File: src/rtl/prange_if.sv
// Handshake and data bundle for the prange sequence generator.
// master: the side that issues _start/base/limit/step and drives _ready.
// slave:  the generator itself, which presents _valid/_done/_out/_index.
interface prange_if #(
    parameter int WIDTH = 32,
    parameter int NOUT  = 2
);
    logic                           _start;
    logic signed [WIDTH-1:0]        base;
    logic signed [WIDTH-1:0]        limit;
    logic signed [WIDTH-1:0]        step;
    logic                           _ready;
    logic                           _valid;
    logic                           _done;
    logic signed [NOUT*WIDTH-1:0]   _out;
    logic        [WIDTH-1:0]        _index;

    modport master (
        output _start, base, limit, step, _ready,
        input  _valid, _done, _out, _index
    );

    modport slave (
        input  _start, base, limit, step, _ready,
        output _valid, _done, _out, _index
    );
endinterface

File: src/rtl/prange.sv
// prange: streams base, base+step, ... while the value stays short of the
// exclusive limit, duplicated across NOUT output lanes with a ready/valid
// handshake. Arithmetic is done in WIDTH+1 bits so an overflowing step ends
// the sequence instead of wrapping.
// Optional feature macro: PRANGE_NEG_STEP_EN (descending sequences for
// negative step; otherwise step <= 0 yields an empty sequence).
module prange #(
    parameter int WIDTH = 32,
    parameter int NOUT  = 2
) (
    input  logic     _clock,
    input  logic     _reset,
    prange_if.slave  bus
);
    typedef enum logic {
        S_DONE = 1'b0,
        S_RUN  = 1'b1
    } state_t;

    state_t                  state_reg, state_next;
    logic signed [WIDTH-1:0] i_reg, i_next;
    logic signed [WIDTH-1:0] limit_reg, limit_next;
    logic signed [WIDTH-1:0] step_reg, step_next;
    logic        [WIDTH-1:0] index_reg, index_next;
    logic                    done_reg, done_next;
    logic signed [WIDTH:0]   sum_ext;

    // Sign-extend a WIDTH value to WIDTH+1 bits.
    function automatic logic signed [WIDTH:0] ext(input logic signed [WIDTH-1:0] x);
        return {x[WIDTH-1], x};
    endfunction

    // True when v is representable in WIDTH bits and lies on the near side
    // of the limit for the direction of travel given by the step sign.
    function automatic logic keep_going(input logic signed [WIDTH:0] v,
                                        input logic signed [WIDTH:0] lim,
                                        input logic signed [WIDTH:0] stp);
        logic ok;
        logic fits;
        fits = (v[WIDTH] == v[WIDTH-1]);
        ok   = 1'b0;
        if (!stp[WIDTH] && (stp != '0)) begin
            ok = (v < lim);
        end
`ifdef PRANGE_NEG_STEP_EN
        else if (stp[WIDTH]) begin
            ok = (v > lim);
        end
`else
`endif
        return ok && fits;
    endfunction

    // State and datapath registers; reset drops everything to idle/zero at once.
    always_ff @(posedge _clock or posedge _reset) begin
        if (_reset) begin
            state_reg <= S_DONE;
            i_reg     <= '0;
            limit_reg <= '0;
            step_reg  <= '0;
            index_reg <= '0;
            done_reg  <= 1'b0;
        end else begin
            state_reg <= state_next;
            i_reg     <= i_next;
            limit_reg <= limit_next;
            step_reg  <= step_next;
            index_reg <= index_next;
            done_reg  <= done_next;
        end
    end

    // Next state: _start always wins; otherwise advance on each transfer.
    always_comb begin
        sum_ext    = ext(i_reg) + ext(step_reg);
        state_next = state_reg;
        i_next     = i_reg;
        limit_next = limit_reg;
        step_next  = step_reg;
        index_next = index_reg;
        done_next  = 1'b0;
        if (bus._start) begin
            i_next     = bus.base;
            limit_next = bus.limit;
            step_next  = bus.step;
            index_next = '0;
            state_next = keep_going(ext(bus.base), ext(bus.limit), ext(bus.step))
                         ? S_RUN : S_DONE;
        end else begin
            // _done trails entry into S_DONE by one cycle.
            done_next = (state_reg == S_DONE);
            if ((state_reg == S_RUN) && bus._ready) begin
                if (keep_going(sum_ext, ext(limit_reg), ext(step_reg))) begin
                    i_next     = sum_ext[WIDTH-1:0];
                    index_next = index_reg + WIDTH'(1);
                end else begin
                    state_next = S_DONE;
                end
            end
        end
    end

    // Outputs: an element is presented exactly while in S_RUN.
    always_comb begin
        bus._valid = (state_reg == S_RUN);
        bus._done  = done_reg;
        bus._index = index_reg;
    end

    generate
        for (genvar gi = 0; gi < NOUT; gi++) begin : g_lane
            assign bus._out[gi*WIDTH +: WIDTH] = i_reg;
        end
    endgenerate
endmodule
File: src/flat_wrapper.sv
// flat-port wrapper written by rule: the top's interface ports become plain ports
module prange_flat 
#(
    parameter int WIDTH = 32,
    parameter int NOUT  = 2
)
  (_clock, _reset, bus__start, bus_base, bus_limit, bus_step, bus__ready, bus__valid, bus__done, bus__out, bus__index);
  prange_if #(.WIDTH(WIDTH), .NOUT(NOUT)) bus_i ();
  input  logic _clock;
  input  logic _reset;
  input wire logic [$bits(bus_i._start)-1:0] bus__start;
  input wire logic [$bits(bus_i.base)-1:0] bus_base;
  input wire logic [$bits(bus_i.limit)-1:0] bus_limit;
  input wire logic [$bits(bus_i.step)-1:0] bus_step;
  input wire logic [$bits(bus_i._ready)-1:0] bus__ready;
  output wire logic [$bits(bus_i._valid)-1:0] bus__valid;
  output wire logic [$bits(bus_i._done)-1:0] bus__done;
  output wire logic [$bits(bus_i._out)-1:0] bus__out;
  output wire logic [$bits(bus_i._index)-1:0] bus__index;
  assign bus_i._start = bus__start;
  assign bus_i.base = bus_base;
  assign bus_i.limit = bus_limit;
  assign bus_i.step = bus_step;
  assign bus_i._ready = bus__ready;
  assign bus__valid = bus_i._valid;
  assign bus__done = bus_i._done;
  assign bus__out = bus_i._out;
  assign bus__index = bus_i._index;
  prange #(.WIDTH(WIDTH), .NOUT(NOUT)) u_core (._clock(_clock), ._reset(_reset), .bus(bus_i));
endmodule
File: config.mk
export PLATFORM = sky130hd
export DESIGN_NAME = prange_flat
export DESIGN_NICKNAME = d
export VERILOG_FILES = /design/src/rtl/prange_if.sv /design/src/rtl/prange.sv /design/src/flat_wrapper.sv
export SDC_FILE = /design/constraint.sdc
export NUM_CORES = 1
export LEC_CHECK = 0
export BUFFER_PORTS_ARGS = -buffer_cell sky130_fd_sc_hd__buf_2
export CAP_MARGIN = 20
export CORE_ASPECT_RATIO = 1.5
export CORE_MARGIN = 5
export CORE_UTILIZATION = 40
export DETAILED_ROUTE_END_ITERATION = 12
export GPL_TIMING_DRIVEN = 0
export PLACE_DENSITY = 0.62
export SYNTH_ARGS = -nofsm -noshare
export SYNTH_HDL_FRONTEND = slang
export SYNTH_SLANG_ARGS = --single-unit
File: constraint.sdc
create_clock -name _clock -period 11.3 [get_ports _clock]
set_input_delay 0 -clock _clock [delete_from_list [all_inputs] [get_ports _clock]]
set_output_delay 0 -clock _clock [all_outputs]
set_load 0.03 [all_outputs]
==> run_results.csv, run 1 <==
group,metric,value,unit
sta,maxSlewViolCount,0,
cells_and_area,fillers,2094,
flow_run,cap_violations,0,
cells_and_area,nNetsFinal,1520,
placed_design,place_congestion,0.862,
outcome,status,"finished clean",
grt,antenna_found_initial,0,
synth,synth_cell_types,66,
pwr,ir_worst_vdd,0.114,mV
grt,grt_busiest_layer,"met2",
sta,fin_crit_sh,52.6,%
clock_tree,cts_tree,"done",
sta,hold_viol,0,
synth,netlist_instances,1009,
floorplanning,die_h,196,um
sta,timing.fmax,168,MHz
drt,drc_errors,0,
critical_path,path_cells,"ha_1 -> fa_1 -> a211oi_1 -> o21ai_1 -> o21ai_2 -> a211oi_1 -> a211o_1 -> a21oi_1 -> o21ai_0 -> xor2_1 -> ha_1 -> nand4_1 -> nor4_1 -> nand2_1 -> o211ai_1 -> a31oi_2 -> xnor2_1 -> nand4_1 -> buf_4 -> nor2_4 -> buf_4 -> mux2i_1 -> o21ai_1",
floorplanning,io_pins,198,
cells_and_area,area_delta_synth_final,32.0,%
grt,grt_overflow,0,
min_path,holdCritPathClass,"in -> reg",
synth,synth_edf_count,0,
floorplanning,core-area,22900,um2
drt,drtPass1Iterations,6,
cells_and_area,final_cells,1615,
drt,vias,8500,
placed_design,dp_hpwl,22300,um
clock_tree,htree_levels,4,
critical_path,critical_path.max_fanout,10,
critical_path,cp-start-kind,"flip-flop",
critical_path,crit_path_max_incr_delay,0.43,ns
synth,syn_area_per_cell,9.17,um2
critical_path,path_buf_inv,2,
grt,grt_use_total,22.3,%
sta,relSlewSlack,37.0,%
critical_path,critical_path.top_delay_family,"compound AO/OA/AOI/OAI gates",
synth,synthArstFlopShare,100,%
min_path,holdPathStages,2,
synth,ys_seq_elements,130,
drt,drt_iter0_drc,261,
grt,met2_usage,41.3,%
drt,antenna_left,0,
clock_tree,root_buffer,"clkbuf_16",
sta,post-route-min-period,5.95,ns
synth,synth_flop_cell,"dfrtp_1",
cells_and_area,drive_gt1_share,24.6,%
critical_path,arrival,6.24,ns
synth,synth_warnings,0,
clock_tree,cts_sinks,130,
pwr,p_per_area,141,nW/um2
grt,grt_pass1_vias,8940,
pwr,cellLeakagePower,5.92,nW
floorplanning,die_area,26300,um2
clock_tree,insertion_delay,0.43,ns
grt,met1_usage,25.5,%
floorplanning,floorplan.initialDensity,40.4,%
critical_path,worstPathRequired,11.59,ns
clock_tree,cts_buffers,17,
clock_tree,post_cts_buffers,0,
synth,syn_nets,1206,
placed_design,place.port_buffers,196,
clock_tree,clk_pin_slew,0.06,ns
sta,setup_viol,0,
synth,syn-cell-area,9250,um2
critical_path,crit_cells,23,
floorplanning,num_rows,68,
cells_and_area,n_antenna_cell,0,
sta,tightest_slew,0.922,ns
grt,use_met3,3.26,%
placed_design,placedCellCount,1486,
sta,rsz0062_at_grt,"false",
synth,ys_seq_area_share,35.2,%
critical_path,cpMaxStageDelayCell,"dfrtp_1",
critical_path,crit_path_end_kind,"flip-flop",
critical_path,reg2reg_depth,23,
sta,skew,0.0101,ns
grt,grt_pass1_wl,46400,um
drt,wire_per_inst,17.9,um
floorplanning,die_w,134,um
sta,setup_tns,0,ns
grt,grt_max_degree,79,
drt,wl,28900,um
critical_path,worst-setup-path-type,"reg -> reg",
clock_tree,clockBufferDepth,2,
drt,drt-vias-per-instance,5.26,
## metal layers
layer / vias up / routed length, um
met5: - / 0
met4: 0 / 939
li1: 4176 / -
met2: 224 / 15300
met3: 54 / 1140
met1: 4046 / 11600
## kinds of logic after synthesis
kind of cell	share of synthesized area, %
AND/OR/NAND/NOR	14.9
AO/OA/AOI/OAI	15.8
buffers and inverters	7.63
flip-flops	35.2
adder cells (fa/ha/maj)	13.2
multiplexers	8.21
XOR/XNOR	5.02
## worst reg2reg max path: stages (launching register included)
cell and delay, ns:
dfrtp_1 0.43, ha_1 0.26, fa_1 0.42, a211oi_1 0.26, o21ai_1 0.21, o21ai_2 0.28
a211oi_1 0.15, a211o_1 0.35, a21oi_1 0.27, o21ai_0 0.14, xor2_1 0.18, ha_1 0.32
nand4_1 0.12, nor4_1 0.41, nand2_1 0.11, o211ai_1 0.12, a31oi_2 0.08, xnor2_1 0.33
nand4_1 0.21, buf_4 0.24, nor2_4 0.28, buf_4 0.30, mux2i_1 0.28, o21ai_1 0.08
## cell usage in the layout, fill, tap and decap left out, types with 21 or more instances in the layout
| master | synthesis | final |
|---|---|---|
| a21o_1 | 23 | 23 |
| a21oi_1 | 66 | 66 |
| buf_2 | 3 | 199 |
| buf_4 | 36 | 36 |
| clkbuf_1 | 23 | 23 |
| dfrtp_1 | 130 | 130 |
| dlygate4sd3_1 | 0 | 98 |
| ha_1 | 96 | 96 |
| inv_1 | 81 | 80 |
| mux2_2 | 36 | 36 |
| mux2i_1 | 32 | 32 |
| nand2_1 | 106 | 106 |
| nand4_1 | 29 | 29 |
| nor2_1 | 41 | 41 |
| o21ai_0 | 67 | 67 |
| o21ai_1 | 32 | 32 |
| xnor2_1 | 27 | 27 |
| xor2_1 | 21 | 21 |
## per-stage QoR
step / cell area [um2] / worst slack, ns / power (mW) / hold WS [ns] / util (%)
floorplan: 9250 / 6.38 / 0.953 / 0.121 / -
global placement: 10600 / 5.54 / 1.11 / 0.226 / 46.2
detailed placement: 10600 / 5.48 / 1.12 / 0.0807 / 46.4
CTS: 12200 / 5.44 / 1.73 / 0.0143 / 53.3
global route: 12200 / 5.03 / 1.82 / 0.0401 / 53.3
finish: 12200 / 5.35 / 1.72 / 0.0206 / 53.3
## report_power, final
| part | total (mW) | internal, mW | switching, mW |
|---|---|---|---|
| clock | 0.577 | 0.357 | 0.220 |
| sequential | 0.533 | 0.500 | 0.0333 |
| combinational | 0.607 | 0.252 | 0.355 |
| total | 1.72 | 1.11 | 0.609 |
## cell usage after synthesis, types with 5 or more instances
cell	count	area share [%]
nor2_1	41	1.7
a211oi_1	8	0.65
a21oi_1	66	3.6
nor4_1	17	1.1
nor3_1	8	0.43
mux2_2	36	4.4
xor2_1	21	2.0
and3_1	10	0.68
nand2_1	106	4.3
and2_1	5	0.34
clkbuf_1	23	0.93
a21o_1	23	1.9
nand2b_1	7	0.47
o21bai_1	6	0.49
buf_4	36	2.9
o21a_1	6	0.49
o21ai_1	32	1.7
and4_1	8	0.76
xnor2_1	27	2.6
nand3_1	16	0.87
ha_1	96	13
nand4_1	29	2.0
mux2i_1	32	3.5
nor2b_1	10	0.68
inv_1	81	3.3
o21ai_0	67	3.6
dfrtp_1	130	35
## path summary, 6_finish.rpt
kind	from	endpoint	slack [ns]
min in group asynchronous	_reset	u_core.step_reg[0]$_DFFE_PP0P_	0.17
max in group asynchronous	_reset	u_core.i_reg[27]$_DFFE_PP0P_	10.37
setup reg to reg	u_core.i_reg[0]$_DFFE_PP0P_	u_core.i_reg[12]$_DFFE_PP0P_	5.35
hold / removal	bus__start	u_core.limit_reg[19]$_DFFE_PP0P_	0.02
hold reg to reg	u_core.limit_reg[0]$_DFFE_PP0P_	u_core.limit_reg[0]$_DFFE_PP0P_	0.52
setup / recovery	u_core.i_reg[0]$_DFFE_PP0P_	u_core.i_reg[12]$_DFFE_PP0P_	5.35
## cell type report
class / instances / area (um2) / area share (%)
Multi-Input combinational cell: 732 / 5290 / 43.3
Sequential cell: 130 / 3250 / 26.7
Timing Repair Buffer: 295 / 1990 / 16.3
Clock buffer: 19 / 453 / 3.71
Buffer: 66 / 402 / 3.29
Tap cell: 280 / 350 / 2.87
Inverter: 81 / 309 / 2.53
Clock inverter: 12 / 159 / 1.30
## repair_timing
item                                   CTS  global route
hold buffers                            98             0
endpoints found under the hold margin  149             0
gates resized for setup                  0             0
(Power assumes the default switching activity.)
==> run 2: changes to the inputs <==
==> constraint.sdc (replaced) <==
create_clock -name _clock -period 5.7 [get_ports _clock]
set_input_delay 0 -clock _clock [delete_from_list [all_inputs] [get_ports _clock]]
set_output_delay 0 -clock _clock [all_outputs]
set_load 0.03 [all_outputs]
==> run 2 against run 1 <==
Clock skew barely moved; clock power rose by 98%; sequential power rose by 99%; non-clock buffer count rose by 5; worst setup slack got worse by 5.1 ns; final cell count rose by 0.31%; worst hold slack got worse by 0.0021 ns; critical path depth rose by 1; sequential cell count did not move; sequential share of layout area fell by 0.26 points; global-route usage barely moved; critical endpoint is now u_core.i_reg[31]$_DFFE_PP0P_.
==> run_results.csv, run 2 (synthesized netlist as in run 1, its figures left out) <==
group,metric,value,unit
outcome,status,"finished clean",
grt,grt_pass1_vias,8955,
sta,skew,0.0106,ns
flow_run,cap_violations,0,
floorplanning,floorplan.initialDensity,40.4,%
placed_design,dpl_cell_area,10600,um2
clock_tree,cts_tree,"done",
floorplanning,die_h,196,um
grt,grt_overflow,0,
pwr,cellLeakagePower,5.97,nW
grt,grt_pass1_wl,46400,um
sta,post-route-min-period,5.44,ns
cells_and_area,final_core_util,53.9,%
clock_tree,cts_buffers,17,
critical_path,crit_path_end_kind,"flip-flop",
grt,antenna_found_initial,0,
sta,setup_tns,0,ns
cells_and_area,area_delta_synth_final,33.3,%
clock_tree,insertion_delay,0.43,ns
cells_and_area,postLayoutCellArea,12300,um2
clock_tree,cts_sinks,130,
critical_path,arrival,5.73,ns
min_path,holdPathStages,2,
critical_path,reg2reg_depth,24,
drt,drt-vias-per-instance,5.29,
sta,timing.fmax,184,MHz
clock_tree,clockBufferDepth,2,
cells_and_area,nNetsFinal,1525,
drt,antenna_left,0,
critical_path,worst-setup-path-type,"reg -> reg",
critical_path,critical_path.max_fanout,10,
drt,drt_iter0_drc,291,
critical_path,cpMaxStageDelayCell,"dfrtp_1",
sta,tightest_slew,0.891,ns
drt,drtPass1Iterations,5,
grt,grt_max_degree,79,
clock_tree,htree_levels,4,
min_path,holdCritPathClass,"in -> reg",
clock_tree,root_buffer,"clkbuf_16",
drt,wl,29000,um
grt,grt_use_total,22.3,%
pwr,ir_worst_vdd,0.224,mV
placed_design,dp_hpwl,22300,um
clock_tree,clk_pin_slew,0.06,ns
placed_design,dp_worst_setup_slack,-0.116,ns
sta,fin_crit_sh,95.5,%
floorplanning,io_pins,198,
sta,maxSlewViolCount,0,
drt,wire_per_inst,17.9,um
sta,worst_slack,0.259,ns
sta,whs,0.0185,ns
critical_path,path_cells,"ha_1 -> fa_1 -> a211oi_2 -> o21ai_2 -> o21ai_2 -> a211oi_1 -> a211o_1 -> a21oi_2 -> o21ai_0 -> xor2_1 -> ha_1 -> nand4_1 -> nor4_4 -> nand2_1 -> o211ai_1 -> a31oi_2 -> xnor2_2 -> nand4_1 -> buf_4 -> nor2_4 -> buf_4 -> buf_8 -> mux2i_1 -> o21ai_1",
floorplanning,die_w,134,um
placed_design,place.port_buffers,196,
critical_path,crit_path_max_incr_delay,0.43,ns
pwr,p_per_area,278,nW/um2
critical_path,worstPathRequired,5.99,ns
floorplanning,core-area,22900,um2
cells_and_area,final_common_cell,"buf_2",
critical_path,cp-start-kind,"flip-flop",
drt,vias,8568,
sta,relSlewSlack,39.1,%
floorplanning,die_area,26300,um2
placed_design,place_congestion,0.862,
sta,setup_viol,0,
cells_and_area,n_antenna_cell,0,
cells_and_area,fillers,2082,
floorplanning,num_rows,68,
cells_and_area,final_cell_mix,"199 x buf_2, 130 x dfrtp_1, 106 x nand2_1",
cells_and_area,drive_gt1_share,25.4,%
sta,hold_viol,0,
drt,drc_errors,0,
==> run 2: area by class of cell <==
type	count	area [um2]	area share, %
buffer	66	429	3.48
clock buffer	19	453	3.67
timing repair buffer	300	2040	16.5
inverter	81	309	2.51
clock inverter	12	159	1.29
tap	280	350	2.84
multi-input combinational	732	5330	43.3
sequential	130	3250	26.4
==> run 2: worst max-delay path: cells and delay by family (launching register included) <==
family	cells	cell delay, ns
XOR/XNOR	2	0.42
buffers and inverters	3	0.54
AND/OR/NAND/NOR	5	0.86
multiplexers	1	0.25
adder cells (fa/ha/maj)	3	1.01
flip-flops	1	0.43
AO/OA/AOI/OAI	10	1.79
==> run 2: power by group <==
group | switching, mW | internal, mW
Combinational | 0.717 | 0.509
Sequential | 0.0666 | 0.991
Clock | 0.434 | 0.708
Total | 1.22 | 2.21
==> run 2: layer usage <==
metal | GRT usage (%) | vias to the layer above | wire, um
met5 | 0 | - | 0
met4 | 9.32 | 0 | 1030
met3 | 3.28 | 62 | 1240
met2 | 41.3 | 255 | 15200
met1 | 25.4 | 4066 | 11500
li1 | - | 4185 | -
==> run 2: worst paths after layout <==
check / to / slack [ns] / from
worst max register to register: u_core.i_reg[31]$_DFFE_PP0P_ / 0.26 / u_core.i_reg[0]$_DFFE_PP0P_
worst max-delay path: u_core.i_reg[31]$_DFFE_PP0P_ / 0.26 / u_core.i_reg[0]$_DFFE_PP0P_
worst min register to register: u_core.limit_reg[0]$_DFFE_PP0P_ / 0.52 / u_core.limit_reg[0]$_DFFE_PP0P_
min in group asynchronous: u_core.step_reg[0]$_DFFE_PP0P_ / 0.17 / _reset
max in group asynchronous: u_core.i_reg[27]$_DFFE_PP0P_ / 4.76 / _reset
worst min-delay path: u_core.limit_reg[19]$_DFFE_PP0P_ / 0.02 / bus__start
==> run 2: per-stage QoR <==
step | cells | total power [mW]
global placement | 1485 | 2.19
CTS | 1615 | 3.43
finish | 1620 | 3.43
global route | 1620 | 3.64
floorplan | 1009 | 1.89
detailed placement | 1486 | 2.21
==> run 2: timing repair <==
item	4_1_cts	5_1_grt
endpoints found under the hold margin	149	0
hold buffers	98	0
cloned	0	0
pin swaps	0	4
resized for setup	2	13
setup endpoints to repair	31	36
setup buffers	0	5
